[src/rtl/fp_div_pkg.sv]
// Shared types, flag positions and operand classification helpers for the iterative FP divider.
package fp_div_pkg;

    localparam int MAX_W = 64;

    typedef enum logic [2:0] {
        ST_IDLE   = 3'd0,
        ST_UNPACK = 3'd1,
        ST_DIVIDE = 3'd2,
        ST_NORM   = 3'd3,
        ST_ROUND  = 3'd4,
        ST_OUT    = 3'd5
    } state_e;

    localparam int FLG_INV = 3;
    localparam int FLG_DBZ = 2;
    localparam int FLG_OVF = 1;
    localparam int FLG_UDF = 0;

    function automatic logic [MAX_W-1:0] ones_mask(input int ew);
        return (64'd1 << ew) - 64'd1;
    endfunction

    function automatic logic is_zero(input logic [MAX_W-1:0] e);
        return e == {MAX_W{1'b0}};
    endfunction

    function automatic logic is_inf(input logic [MAX_W-1:0] e, input logic [MAX_W-1:0] m, input int ew);
        return (e == ones_mask(ew)) && (m == {MAX_W{1'b0}});
    endfunction

    function automatic logic is_nan(input logic [MAX_W-1:0] e, input logic [MAX_W-1:0] m, input int ew);
        return (e == ones_mask(ew)) && (m != {MAX_W{1'b0}});
    endfunction

    // Quiet NaN: sign 0, exponent all ones, mantissa MSB set.
    function automatic logic [MAX_W-1:0] qnan(input int ew, input int mw);
        logic [MAX_W-1:0] v;
        v = ones_mask(ew) << mw;
        v = v | (64'd1 << (mw - 1));
        return v;
    endfunction

endpackage

[src/rtl/fp_div_mant_core.sv]
// Restoring mantissa divider: one quotient bit per cycle for MAN_W+3 cycles.
module fp_div_mant_core
    import fp_div_pkg::*;
#(
    parameter int MAN_W = 23
) (
    input  logic             sys_clk,
    input  logic             sys_rst,
    input  logic             start,
    input  logic [MAN_W-1:0] man_a,
    input  logic [MAN_W-1:0] man_b,
    output logic             done,
    output logic [MAN_W+2:0] quot,
    output logic             sticky
);

    localparam int STEPS = MAN_W + 3;
    localparam int CNT_W = $clog2(STEPS + 1);

    logic [MAN_W+1:0] rem_r;
    logic [MAN_W+1:0] div_r;
    logic [MAN_W+2:0] q_r;
    logic [CNT_W-1:0] cnt_r;
    logic             busy_r;
    logic             rem_ge_s;
    logic [MAN_W+1:0] rem_sel_s;

    // Trial subtraction for the current step.
    always_comb begin
        rem_ge_s  = (rem_r >= div_r);
        rem_sel_s = rem_r;
        if (rem_ge_s) begin
            rem_sel_s = rem_r - div_r;
        end else begin
            rem_sel_s = rem_r;
        end
    end

    // Remainder, quotient and step counter.
    always_ff @(posedge sys_clk) begin
        if (sys_rst) begin
            rem_r  <= {(MAN_W+2){1'b0}};
            div_r  <= {(MAN_W+2){1'b0}};
            q_r    <= {(MAN_W+3){1'b0}};
            cnt_r  <= {CNT_W{1'b0}};
            busy_r <= 1'b0;
        end else if (start) begin
            rem_r  <= {1'b0, 1'b1, man_a};
            div_r  <= {1'b0, 1'b1, man_b};
            q_r    <= {(MAN_W+3){1'b0}};
            cnt_r  <= CNT_W'(STEPS);
            busy_r <= 1'b1;
        end else if (busy_r) begin
            q_r    <= {q_r[MAN_W+1:0], rem_ge_s};
            rem_r  <= rem_sel_s << 1;
            cnt_r  <= cnt_r - CNT_W'(1);
            busy_r <= (cnt_r != CNT_W'(1));
        end else begin
            busy_r <= 1'b0;
        end
    end

    // done marks the edge that performs the final step.
    assign done   = busy_r && (cnt_r == CNT_W'(1));
    assign quot   = q_r;
    assign sticky = (rem_r != {(MAN_W+2){1'b0}});

endmodule

[src/rtl/fp_div_iter.sv]
// Iterative IEEE754-style divider: special-case resolution, restoring mantissa divide,
// normalisation and round-to-nearest-even, one operation in flight.
module fp_div_iter
    import fp_div_pkg::*;
#(
    parameter int EXP_W = 8,
    parameter int MAN_W = 23
) (
    input  logic                       sys_clk,
    input  logic                       sys_rst,
    input  logic                       in_valid,
    output logic                       in_ready,
    input  logic [1+EXP_W+MAN_W-1:0]   data1_in,
    input  logic [1+EXP_W+MAN_W-1:0]   data2_in,
    output logic                       out_valid,
    input  logic                       out_ready,
    output logic [1+EXP_W+MAN_W-1:0]   data_out,
    output logic [3:0]                 flags
);

    localparam int W    = 1 + EXP_W + MAN_W;
    localparam int BIAS = (1 << (EXP_W - 1)) - 1;
    localparam int EW   = EXP_W + 2;
    localparam logic [MAX_W-1:0]     QNAN_FULL = qnan(EXP_W, MAN_W);
    localparam logic [W-1:0]         QNAN      = QNAN_FULL[W-1:0];
    localparam logic signed [EW-1:0] EXP_MAX   = EW'((1 << EXP_W) - 1);
    localparam logic signed [EW-1:0] EXP_ZERO  = {EW{1'b0}};

    state_e                state_r;
    logic                  s1_r, s2_r, sign_r;
    logic [EXP_W-1:0]      e1_r, e2_r;
    logic [MAN_W-1:0]      m1_r, m2_r;
    logic signed [EW-1:0]  exp_r;
    logic [MAN_W+1:0]      frac_r;
    logic                  sticky_r;

    logic                  nan1_s, nan2_s, inf1_s, inf2_s, zero1_s, zero2_s;
    logic                  sgn_s, spec_s;
    logic [W-1:0]          spec_data_s;
    logic [3:0]            spec_flags_s;
    logic                  core_start_s, core_done_s, core_sticky_s;
    logic [MAN_W+2:0]      core_q_s;

    logic                  round_up_s, carry_s;
    logic [MAN_W:0]        mant_sum_s;
    logic signed [EW-1:0]  exp_rnd_s;
    logic [W-1:0]          rnd_data_s;
    logic [3:0]            rnd_flags_s;

    // Operand classification and special-result selection, highest priority first.
    always_comb begin
        nan1_s       = is_nan(MAX_W'(e1_r), MAX_W'(m1_r), EXP_W);
        nan2_s       = is_nan(MAX_W'(e2_r), MAX_W'(m2_r), EXP_W);
        inf1_s       = is_inf(MAX_W'(e1_r), MAX_W'(m1_r), EXP_W);
        inf2_s       = is_inf(MAX_W'(e2_r), MAX_W'(m2_r), EXP_W);
        zero1_s      = is_zero(MAX_W'(e1_r));
        zero2_s      = is_zero(MAX_W'(e2_r));
        sgn_s        = s1_r ^ s2_r;
        spec_s       = 1'b1;
        spec_data_s  = {W{1'b0}};
        spec_flags_s = 4'b0000;
        if (nan1_s || nan2_s) begin
            spec_data_s = QNAN;
        end else if ((zero1_s && zero2_s) || (inf1_s && inf2_s)) begin
            spec_data_s           = QNAN;
            spec_flags_s[FLG_INV] = 1'b1;
        end else if (inf1_s) begin
            spec_data_s = {sgn_s, {EXP_W{1'b1}}, {MAN_W{1'b0}}};
        end else if (inf2_s || zero1_s) begin
            spec_data_s = {sgn_s, {(W-1){1'b0}}};
        end else if (zero2_s) begin
            spec_data_s           = {sgn_s, {EXP_W{1'b1}}, {MAN_W{1'b0}}};
            spec_flags_s[FLG_DBZ] = 1'b1;
        end else begin
            spec_s = 1'b0;
        end
    end

    // Round to nearest even, then range check the final exponent.
    always_comb begin
        round_up_s  = frac_r[1] & (frac_r[0] | sticky_r | frac_r[2]);
        mant_sum_s  = {1'b0, frac_r[MAN_W+1:2]} + (MAN_W+1)'(round_up_s);
        carry_s     = mant_sum_s[MAN_W];
        exp_rnd_s   = exp_r + EW'(carry_s);
        rnd_flags_s = 4'b0000;
        if (exp_rnd_s >= EXP_MAX) begin
            rnd_data_s           = {sign_r, {EXP_W{1'b1}}, {MAN_W{1'b0}}};
            rnd_flags_s[FLG_OVF] = 1'b1;
        end else if (exp_rnd_s <= EXP_ZERO) begin
            rnd_data_s           = {sign_r, {(W-1){1'b0}}};
            rnd_flags_s[FLG_UDF] = 1'b1;
        end else if (carry_s) begin
            rnd_data_s = {sign_r, exp_rnd_s[EXP_W-1:0], {MAN_W{1'b0}}};
        end else begin
            rnd_data_s = {sign_r, exp_rnd_s[EXP_W-1:0], mant_sum_s[MAN_W-1:0]};
        end
    end

    assign core_start_s = (state_r == ST_UNPACK) && !spec_s;

    fp_div_mant_core #(
        .MAN_W (MAN_W)
    ) u_core (
        .sys_clk (sys_clk),
        .sys_rst (sys_rst),
        .start   (core_start_s),
        .man_a   (m1_r),
        .man_b   (m2_r),
        .done    (core_done_s),
        .quot    (core_q_s),
        .sticky  (core_sticky_s)
    );

    // Control FSM with registered handshake and result outputs.
    always_ff @(posedge sys_clk) begin
        if (sys_rst) begin
            state_r   <= ST_IDLE;
            in_ready  <= 1'b1;
            out_valid <= 1'b0;
            data_out  <= {W{1'b0}};
            flags     <= 4'b0000;
            s1_r      <= 1'b0;
            s2_r      <= 1'b0;
            sign_r    <= 1'b0;
            e1_r      <= {EXP_W{1'b0}};
            e2_r      <= {EXP_W{1'b0}};
            m1_r      <= {MAN_W{1'b0}};
            m2_r      <= {MAN_W{1'b0}};
            exp_r     <= {EW{1'b0}};
            frac_r    <= {(MAN_W+2){1'b0}};
            sticky_r  <= 1'b0;
        end else begin
            case (state_r)
                ST_IDLE: begin
                    if (in_valid && in_ready) begin
                        {s1_r, e1_r, m1_r} <= data1_in;
                        {s2_r, e2_r, m2_r} <= data2_in;
                        in_ready           <= 1'b0;
                        state_r            <= ST_UNPACK;
                    end else begin
                        in_ready <= 1'b1;
                    end
                end
                ST_UNPACK: begin
                    exp_r  <= EW'(e1_r) - EW'(e2_r) + EW'(BIAS);
                    sign_r <= sgn_s;
                    if (spec_s) begin
                        data_out  <= spec_data_s;
                        flags     <= spec_flags_s;
                        out_valid <= 1'b1;
                        state_r   <= ST_OUT;
                    end else begin
                        state_r <= ST_DIVIDE;
                    end
                end
                ST_DIVIDE: begin
                    if (core_done_s) begin
                        state_r <= ST_NORM;
                    end else begin
                        state_r <= ST_DIVIDE;
                    end
                end
                ST_NORM: begin
                    // Drop the hidden bit; a quotient below 1.0 needs one left shift.
                    sticky_r <= core_sticky_s;
                    if (!core_q_s[MAN_W+2]) begin
                        frac_r <= {core_q_s[MAN_W:0], 1'b0};
                        exp_r  <= exp_r - EW'(1);
                    end else begin
                        frac_r <= core_q_s[MAN_W+1:0];
                    end
                    state_r <= ST_ROUND;
                end
                ST_ROUND: begin
                    data_out  <= rnd_data_s;
                    flags     <= rnd_flags_s;
                    out_valid <= 1'b1;
                    state_r   <= ST_OUT;
                end
                ST_OUT: begin
                    if (out_ready) begin
                        out_valid <= 1'b0;
                        in_ready  <= 1'b1;
                        state_r   <= ST_IDLE;
                    end else begin
                        out_valid <= 1'b1;
                    end
                end
                default: begin
                    state_r   <= ST_IDLE;
                    out_valid <= 1'b0;
                    in_ready  <= 1'b1;
                end
            endcase
        end
    end

endmodule

[config.mk]
export PLATFORM = sky130hd
export DESIGN_NAME = fp_div_iter
export DESIGN_NICKNAME = d
export VERILOG_FILES = /design/src/rtl/fp_div_pkg.sv /design/src/rtl/fp_div_mant_core.sv /design/src/rtl/fp_div_iter.sv
export SDC_FILE = /design/constraint.sdc
export NUM_CORES = 1
export LEC_CHECK = 0
export ABC_AREA = 1
export CAP_MARGIN = 20
export CORE_UTILIZATION = 55
export CTS_CLUSTER_DIAMETER = 200
export DETAILED_ROUTE_END_ITERATION = 6
export MAX_ROUTING_LAYER = met4
export PLACE_DENSITY = 0.72
export SLEW_MARGIN = 40
export SYNTH_ARGS = -nofsm -noshare
export SYNTH_HDL_FRONTEND = slang
export SYNTH_SLANG_ARGS = --single-unit
[constraint.sdc]
create_clock -name sys_clk -period 3.76 [get_ports sys_clk]
set_input_delay 0.564 -clock sys_clk [delete_from_list [all_inputs] [get_ports sys_clk]]
set_output_delay 0.564 -clock sys_clk [all_outputs]
set_load 0.1 [all_outputs]
==> summary.md, run 1 <==
| Metric | Value |
|---|---|
| Setup_tns | 0 ps |
| Initial Utilization | 56.7% |
| Critical Path RT | 4140 ps |
| Mapped Avg Cell Area | 6.44 um^2 |
| Area after DPL | 0.0140 mm^2 |
| Worst-Margin Slew | roughly 700 ps |
| Vias in the first global route | 11,733 |
| Post-synthesis sequential area ratio | between 30 and 40% |
| Max Fclk | 305 MHz |
| Clk_skew | about 15 ps |
| Clock sink count | about 220 |
| Most common cell after layout, fill and taps aside | nand2_1 |
| CTS tree | yes |
| Synth Area in Compound Gates | 15.0% |
| Crit path max fanout | 23 |
| Layout overhead on the synthesized area | 14.7% |
| Hold Path Depth | 4 |
| Total number of vias | ~13,000 |
| GRT Residual Overflow | 0 |
| Final Wtd Congestion | between 1 and 1.5 |
| Detailed Place HPWL | 27.3 mm |
| Most frequent cells in the layout | nand2_1, nor2_1, inv_1, dfxtp_1, a21oi_1 |
| Synthesized area | about 0.013 mm^2 |
| GRT Total Usage | 32.0% |
| CTS Buf Count | 25 |
| Nature of the critical path startpoint | flop |
| Status | complete, no violations |
| Min cycle time layout | approximately 3300 ps |
| Yosys Warn Count | 0 |
| Synth Area in Simple Gates | around a third |
| Final worst slack | 485 ps |
| Synth Flop Type | dfxtp_1 |
| Initial DRT Pass Iterations | 5 |
| Port Buffers | 105 |
| FFs w/ async S/R, synth | 0% |
| Worst hold path endpoint | u_core.div_r[2]$_SDFFE_PP0P_ |
| Vias per cell | 5.46 |
| Fin nets | 2,184 |
| Avg WL per Cell | roughly 16 um |
| CTS Hold Bufs | 0 |
| Drt drc | 0 |
| Final setup fails | 0 |
| Unrepaired setup endpoints after global routing | no |
| Worst-Skew Late Latency | about 520 ps |
| R2R setup slack | 490 ps |
| Initial antenna violation count | 0 |
| Origin of the worst min-delay path | sys_rst |
| Pin count of the biggest net entering global routing | 73 |
| Mux cell area share after synthesis | 0% |
| Hold Vio Cnt, Final | 0 |
| Clock root buffer | clkbuf_16 |
| Share of layout cells above drive strength 1 | 7.17% |
| Clk buf depth | 3 |
| Reg2Reg Launch Point | frac_r[7]$_SDFFE_PP0P_ |
| Initial drt markers | around 1,000 |
| EDFF count, synth | 0 |
| Rows | 55 |
| Ant. Diodes | 0 |
| H-tree Lvls | 1 |
| Setup WS pre-CTS | about 460 ps |
| CP Data Arrival Time | between 3000 and 4000 ps |
| FF+latch count, synth | approximately 220 |
| Worst hold slack | 460 ps |
| Crit Path Category | flop to flop |
| Max-slew violations | 0 |
| Routed wire length | about 38 mm |
| Syn nets | around 2,100 |
| # IOs | roughly 110 |
| Die Wd | 156 um |
| Crit share post-route | between 80% and 90% |
| Max-Slew Margin vs Limit | 52.1% |
| R2R depth | 19 |
| Die area | 0.0243 mm^2 |
| Largest family of logic cells by synthesized area | simple AND/OR/NAND/NOR gates |
| Reg-to-Reg End | data_out[11]$_SDFFE_PP0P_ |
| Fraction of the mapped netlist area in adder cells | slightly above 4% |
| Crit path capture type | flop |
| Die height | approximately 160 um |
| Final instance area | between 0.01 and 0.015 mm^2 |
| Synth Area in XOR/XNOR | under 10% |
| First-pass GRT wire length | approximately 61 mm |
| Max_cap viols | 0 |
| HP Class | input pin to flop |
| Clock slew at reported path FFs | about 60 ps |
| Core area | between 0.02 and 0.025 mm^2 |
| ANT nets after route | 0 |
| Setup repair bufs after CTS | 0 |
| Unique masters post-synth | 47 |
| Syn Inst Count | a little over 2,000 |
[critical path, stage by stage (launching register included)]
cell,delay [ps]
dfxtp_1,390
nand2_1,110
nor3_1,200
nand2_1,150
nor2_2,150
nand4_1,150
nor4_1,200
buf_4,170
ha_1,150
ha_1,180
nand3_1,150
xor2_1,260
nand3_1,110
nor2_1,120
nand3_1,110
nand2_1,140
buf_12,170
nor2_1,60
nand3_1,80
a21oi_1,70
[repair_timing]
| item | in CTS | in global routing |
|---|---|---|
| resized for setup | 0 | 1 |
| setup endpoints to repair | 0 | 2 |
| hold endpoints to repair | 0 | 0 |
[per-stage QoR]
stage	instances	utilization, %
6_report	2405	65.1
5_1_grt	2405	65.1
4_1_cts	2405	65.1
3_5_place_dp	2361	61.0
3_3_place_gp	2361	61.8
2_1_floorplan	2020	-
[final cells by class]
| class | count | area, um^2 |
|---|---|---|
| Clock inverter | 13 | 248 |
| Tap cell | 313 | 392 |
| Fill cell | 2141 | 8000 |
| Multi-Input combinational cell | 1457 | 7170 |
| Inverter | 242 | 911 |
| Sequential cell | 223 | 4470 |
| Clock buffer | 31 | 678 |
| Timing Repair Buffer | 126 | 1050 |
[synth_stat cells (2+ instances only)]
library cell,instances,area [um^2]
nand2_1,490,1840
ha_1,39,488
xor2_1,19,166
nor4_2,3,37.5
fa_1,2,40.0
o21ai_1,3,15.0
nor2_1,262,983
clkbuf_1,62,233
dfxtp_1,223,4460
buf_6,10,113
a211oi_2,6,75.1
nand4_1,50,313
nor4_1,7,43.8
nand3_1,158,791
and2_1,3,18.8
xnor2_1,11,96.3
nor3_2,2,20.0
or2_2,5,31.3
inv_2,7,26.3
nand4_2,2,25.0
a31oi_1,3,18.8
o21bai_1,3,22.5
buf_2,16,80.1
nor3_1,20,100
nor2_2,3,18.8
a211oi_1,19,143
nand2_2,5,31.3
o21ai_0,103,515
buf_1,4,15.0
nor2_4,3,33.8
buf_4,6,45.0
inv_1,233,875
nand3b_1,11,82.6
o211ai_1,3,22.5
a21oi_1,212,1060
[kinds of logic (layout without fill, tap and decap cells)]
kind of cell             Yosys count  after routing
XOR/XNOR                          30             30
flip-flops                       223            223
adder cells (fa/ha/maj)           41             41
AND/OR/NAND/NOR                 1026           1026
buffers and inverters            340            412
AO/OA/AOI/OAI                    360            360
[state kept, by name (all words and copies together) (netlist names)]
name / count
data_out: 32
sticky_r: 1
u_core.rem_r: 25
u_core.cnt_r: 5
m1_r: 23
flags: 4
u_core.quot: 26
s1_r: 1
m2_r: 23
u_core.busy_r: 1
u_core.div_r: 24
exp_r: 10
s2_r: 1
sign_r: 1
out_valid: 1
frac_r: 25
e1_r: 8
e2_r: 8
in_ready: 1
state_r: 3
[how the worst max path moves through the flow]
stage / from / endpoint / slack (ps) / cells after the start
finish: frac_r[7]$_SDFFE_PP0P_ / data_out[11]$_SDFFE_PP0P_ / 490 / 19
detailed placement: frac_r[7]$_SDFFE_PP0P_ / data_out[15]$_SDFFE_PP0P_ / 460 / 19
CTS: frac_r[7]$_SDFFE_PP0P_ / data_out[15]$_SDFFE_PP0P_ / 430 / 19
global route: frac_r[7]$_SDFFE_PP0P_ / data_out[7]$_SDFFE_PP0P_ / 70 / 20
global placement: frac_r[7]$_SDFFE_PP0P_ / data_out[15]$_SDFFE_PP0P_ / 500 / 20
floorplan: frac_r[5]$_SDFFE_PP0P_ / data_out[25]$_SDFFE_PP0P_ / 850 / 21
[routing by layer]
layer	up-vias	share of wire, %	wire length [um]	global-route usage, %
li1	6662	-	-	-
met1	5988	49	18300	46.8
met2	436	42	15800	46.9
met3	43	7.9	2980	4.31
met4	0	1.5	551	6.07
met5	-	0	0	-
Power of run 1 is not shown: default switching activity piles up to over one toggle a cycle in this logic, so the estimate is an artifact.
==> inputs of run 2 (changes only) <==
--- a/config.mk
+++ b/config.mk
@@ -9,6 +9,7 @@
 export CAP_MARGIN = 20
 export CORE_UTILIZATION = 55
 export CTS_CLUSTER_DIAMETER = 200
+export CTS_CLUSTER_SIZE = 16
 export DETAILED_ROUTE_END_ITERATION = 6
 export MAX_ROUTING_LAYER = met4
 export PLACE_DENSITY = 0.72
==> summary.md, run 2 (same netlist as run 1, synthesis figures left out) <==
| Metric | Value |
|---|---|
| Initial DRT Pass Iterations | 6 (was 5) |
| Die Wd | 156 um (unchanged) |
| Largest register FFs | 32 (unchanged) |
| DRT met1 WL | 18.5 mm (was 18.3 mm) |
| Drt drc | 0 (unchanged) |
| Layout overhead on the synthesized area | 11.0% (was 14.7%) |
| Max-Slew Margin vs Limit | 50.8% (was 52.1%) |
| Final Wtd Congestion | 1.00 (unchanged) |
| R2R depth | 19 (unchanged) |
| Crit Path Category | flop to flop (unchanged) |
| Share of layout cells above drive strength 1 | 6.14% (was 7.17%) |
| Status | complete, no violations (unchanged) |
| Critical Path RT | 4110 ps (was 4140 ps) |
| Final instance area | 0.0144 mm^2 (was 0.0149 mm^2) |
| Uppermost routed layer | met4 (unchanged) |
| Die area | 0.0243 mm^2 (unchanged) |
| Min cycle time layout | 3280 ps (was 3270 ps) |
| Detailed Place HPWL | 27.3 mm (unchanged) |
| H-tree Lvls | 1 (unchanged) |
| Die height | 156 um (unchanged) |
| CP Data Arrival Time | 3630 ps (was 3650 ps) |
| Vias in the first global route | 11,570 (was 11,733) |
| GRT Total Usage | 31.7% (was 32.0%) |
| Setup WS pre-CTS | 455 ps (unchanged) |
| Final Core Density | 63.0% (was 65.1%) |
| Core area | 0.0229 mm^2 (unchanged) |
| Setup_tns | 0 ps (unchanged) |
| Ant. Diodes | 0 (unchanged) |
| Area after DPL | 0.0140 mm^2 (unchanged) |
| Vias per cell | 5.50 (was 5.46) |
| Final setup fails | 0 (unchanged) |
| Hold Path Depth | 2 (was 4) |
| Pin count of the biggest net entering global routing | 73 (unchanged) |
| Clock slew at reported path FFs | 80 ps (was 60 ps) |
| Max-slew violations | 0 (unchanged) |
| Clock sink count | 223 (unchanged) |
| Initial antenna violation count | 0 (unchanged) |
| Crit path capture type | flop (unchanged) |
| Max_cap viols | 0 (unchanged) |
| Rows | 55 (unchanged) |
| Total number of vias | 13,080 (was 13,129) |
| Fillcell total | 2,228 (was 2,141) |
| Port Buffers | 105 (unchanged) |
| Most common cell after layout, fill and taps aside | nand2_1 (unchanged) |
| Most frequent cells in the layout | nand2_1, nor2_1, inv_1, dfxtp_1, a21oi_1 (unchanged) |
| Final worst slack | 480 ps (was 485 ps) |
| Nature of the critical path startpoint | flop (unchanged) |
| GRT Residual Overflow | 0 (unchanged) |
| First-pass GRT wire length | 59.9 mm (was 60.7 mm) |
| HP Class | flop to flop (was input pin to flop) |
| CTS Buf Count | 17 (was 25) |
| Worst-Margin Slew | 736 ps (was 716 ps) |
| Avg WL per Cell | 15.6 um (about the same) |
| Routed wire length | 37.2 mm (was 37.6 mm) |
| Met2 Wirelength | 15.4 mm (was 15.8 mm) |
| Crit share post-route | 87.2% (was 87.1%) |
| Crit path max fanout | 23 (unchanged) |
| Hold Vio Cnt, Final | 0 (unchanged) |
| Initial drt markers | 969 (was 1,003) |
| CTS tree | yes (unchanged) |
| Clock root buffer | clkbuf_16 (unchanged) |
| Unrepaired setup endpoints after global routing | no (unchanged) |
| Fin nets | 2,176 (was 2,184) |
| # IOs | 106 (unchanged) |
| ANT nets after route | 0 (unchanged) |
| Initial Utilization | 56.7% (unchanged) |
| Reg with most FFs | data_out (unchanged) |
| Clk buf depth | 3 (unchanged) |
| Worst-Skew Late Latency | 500 ps (was 520 ps) |
| R2R setup slack | 480 ps (was 490 ps) |
| Clk_skew | 19.3 ps (was 15.0 ps) |
| Metal3 WL | 2.64 mm (was 2.98 mm) |
| Max Fclk | 305 MHz (about the same) |
[run 2: cell types whose count changed in the layout (fill, tap and decap cells not counted)]
| cell | delta |
|---|---|
| clkbuf_16 | -8 |
| bufinv_16 | -7 |
| clkinv_2 | -4 |
| clkbuf_8 | -3 |
| clkbuf_1 | -2 |
| clkinv_4 | -1 |
[run 2: area by class of cell]
| type | count | area, um^2 | area share (%) |
|---|---|---|---|
| clock buffer | 18 | 429 | 2.97 |
| clock inverter | 1 | 8.76 | 0.0607 |
| inverter | 242 | 911 | 6.31 |
| multi-input combinational | 1457 | 7170 | 49.7 |
| sequential | 223 | 4470 | 31.0 |
| tap | 313 | 392 | 2.71 |
| timing repair buffer | 126 | 1050 | 7.30 |
[run 2: critical path, stage by stage (launching register included)]
cell and delay [ps]:
dfxtp_1 400, nand2_1 110, nor3_1 200, nand2_1 150, nor2_2 150, nand4_1 150
nor4_1 200, buf_4 170, ha_1 150, ha_1 180, nand3_1 150, xor2_1 260
nand3_1 110, nor2_1 120, nand3_1 110, nand2_1 140, buf_12 180, nor2_1 70
nand2_1 70, a21oi_1 50
[run 2: what timing repair did]
item / CTS / global route
hold buffers: 0 / 0
setup buffers: 0 / 0
resized for setup: 0 / 1
setup endpoints to repair: 0 / 4
[run 2: final timing paths]
kind                                           startpoint                         to
worst max-delay path               frac_r[7]$_SDFFE_PP0P_  data_out[15]$_SDFFE_PP0P_
worst min-delay path            data_out[14]$_SDFFE_PP0P_  data_out[14]$_SDFFE_PP0P_
worst max register to register     frac_r[7]$_SDFFE_PP0P_  data_out[15]$_SDFFE_PP0P_
worst min register to register  data_out[14]$_SDFFE_PP0P_  data_out[14]$_SDFFE_PP0P_
[run 2: metrics by stage]
| stage | cells | hold WS, ps |
|---|---|---|
| 3_5_place_dp | 2361 | 453 |
| 2_1_floorplan | 2020 | 435 |
| 5_1_grt | 2380 | 477 |
| 3_3_place_gp | 2361 | 452 |
| 4_1_cts | 2380 | 462 |
| 6_report | 2380 | 463 |
[run 2: layer usage]
layer	track usage, %	vias to the layer above
li1	-	6634
met1	46.1	5985
met3	4.94	40
met4	6.72	0
met5	-	-
met2	46.0	421
Power of run 2 is left out for the same reason.
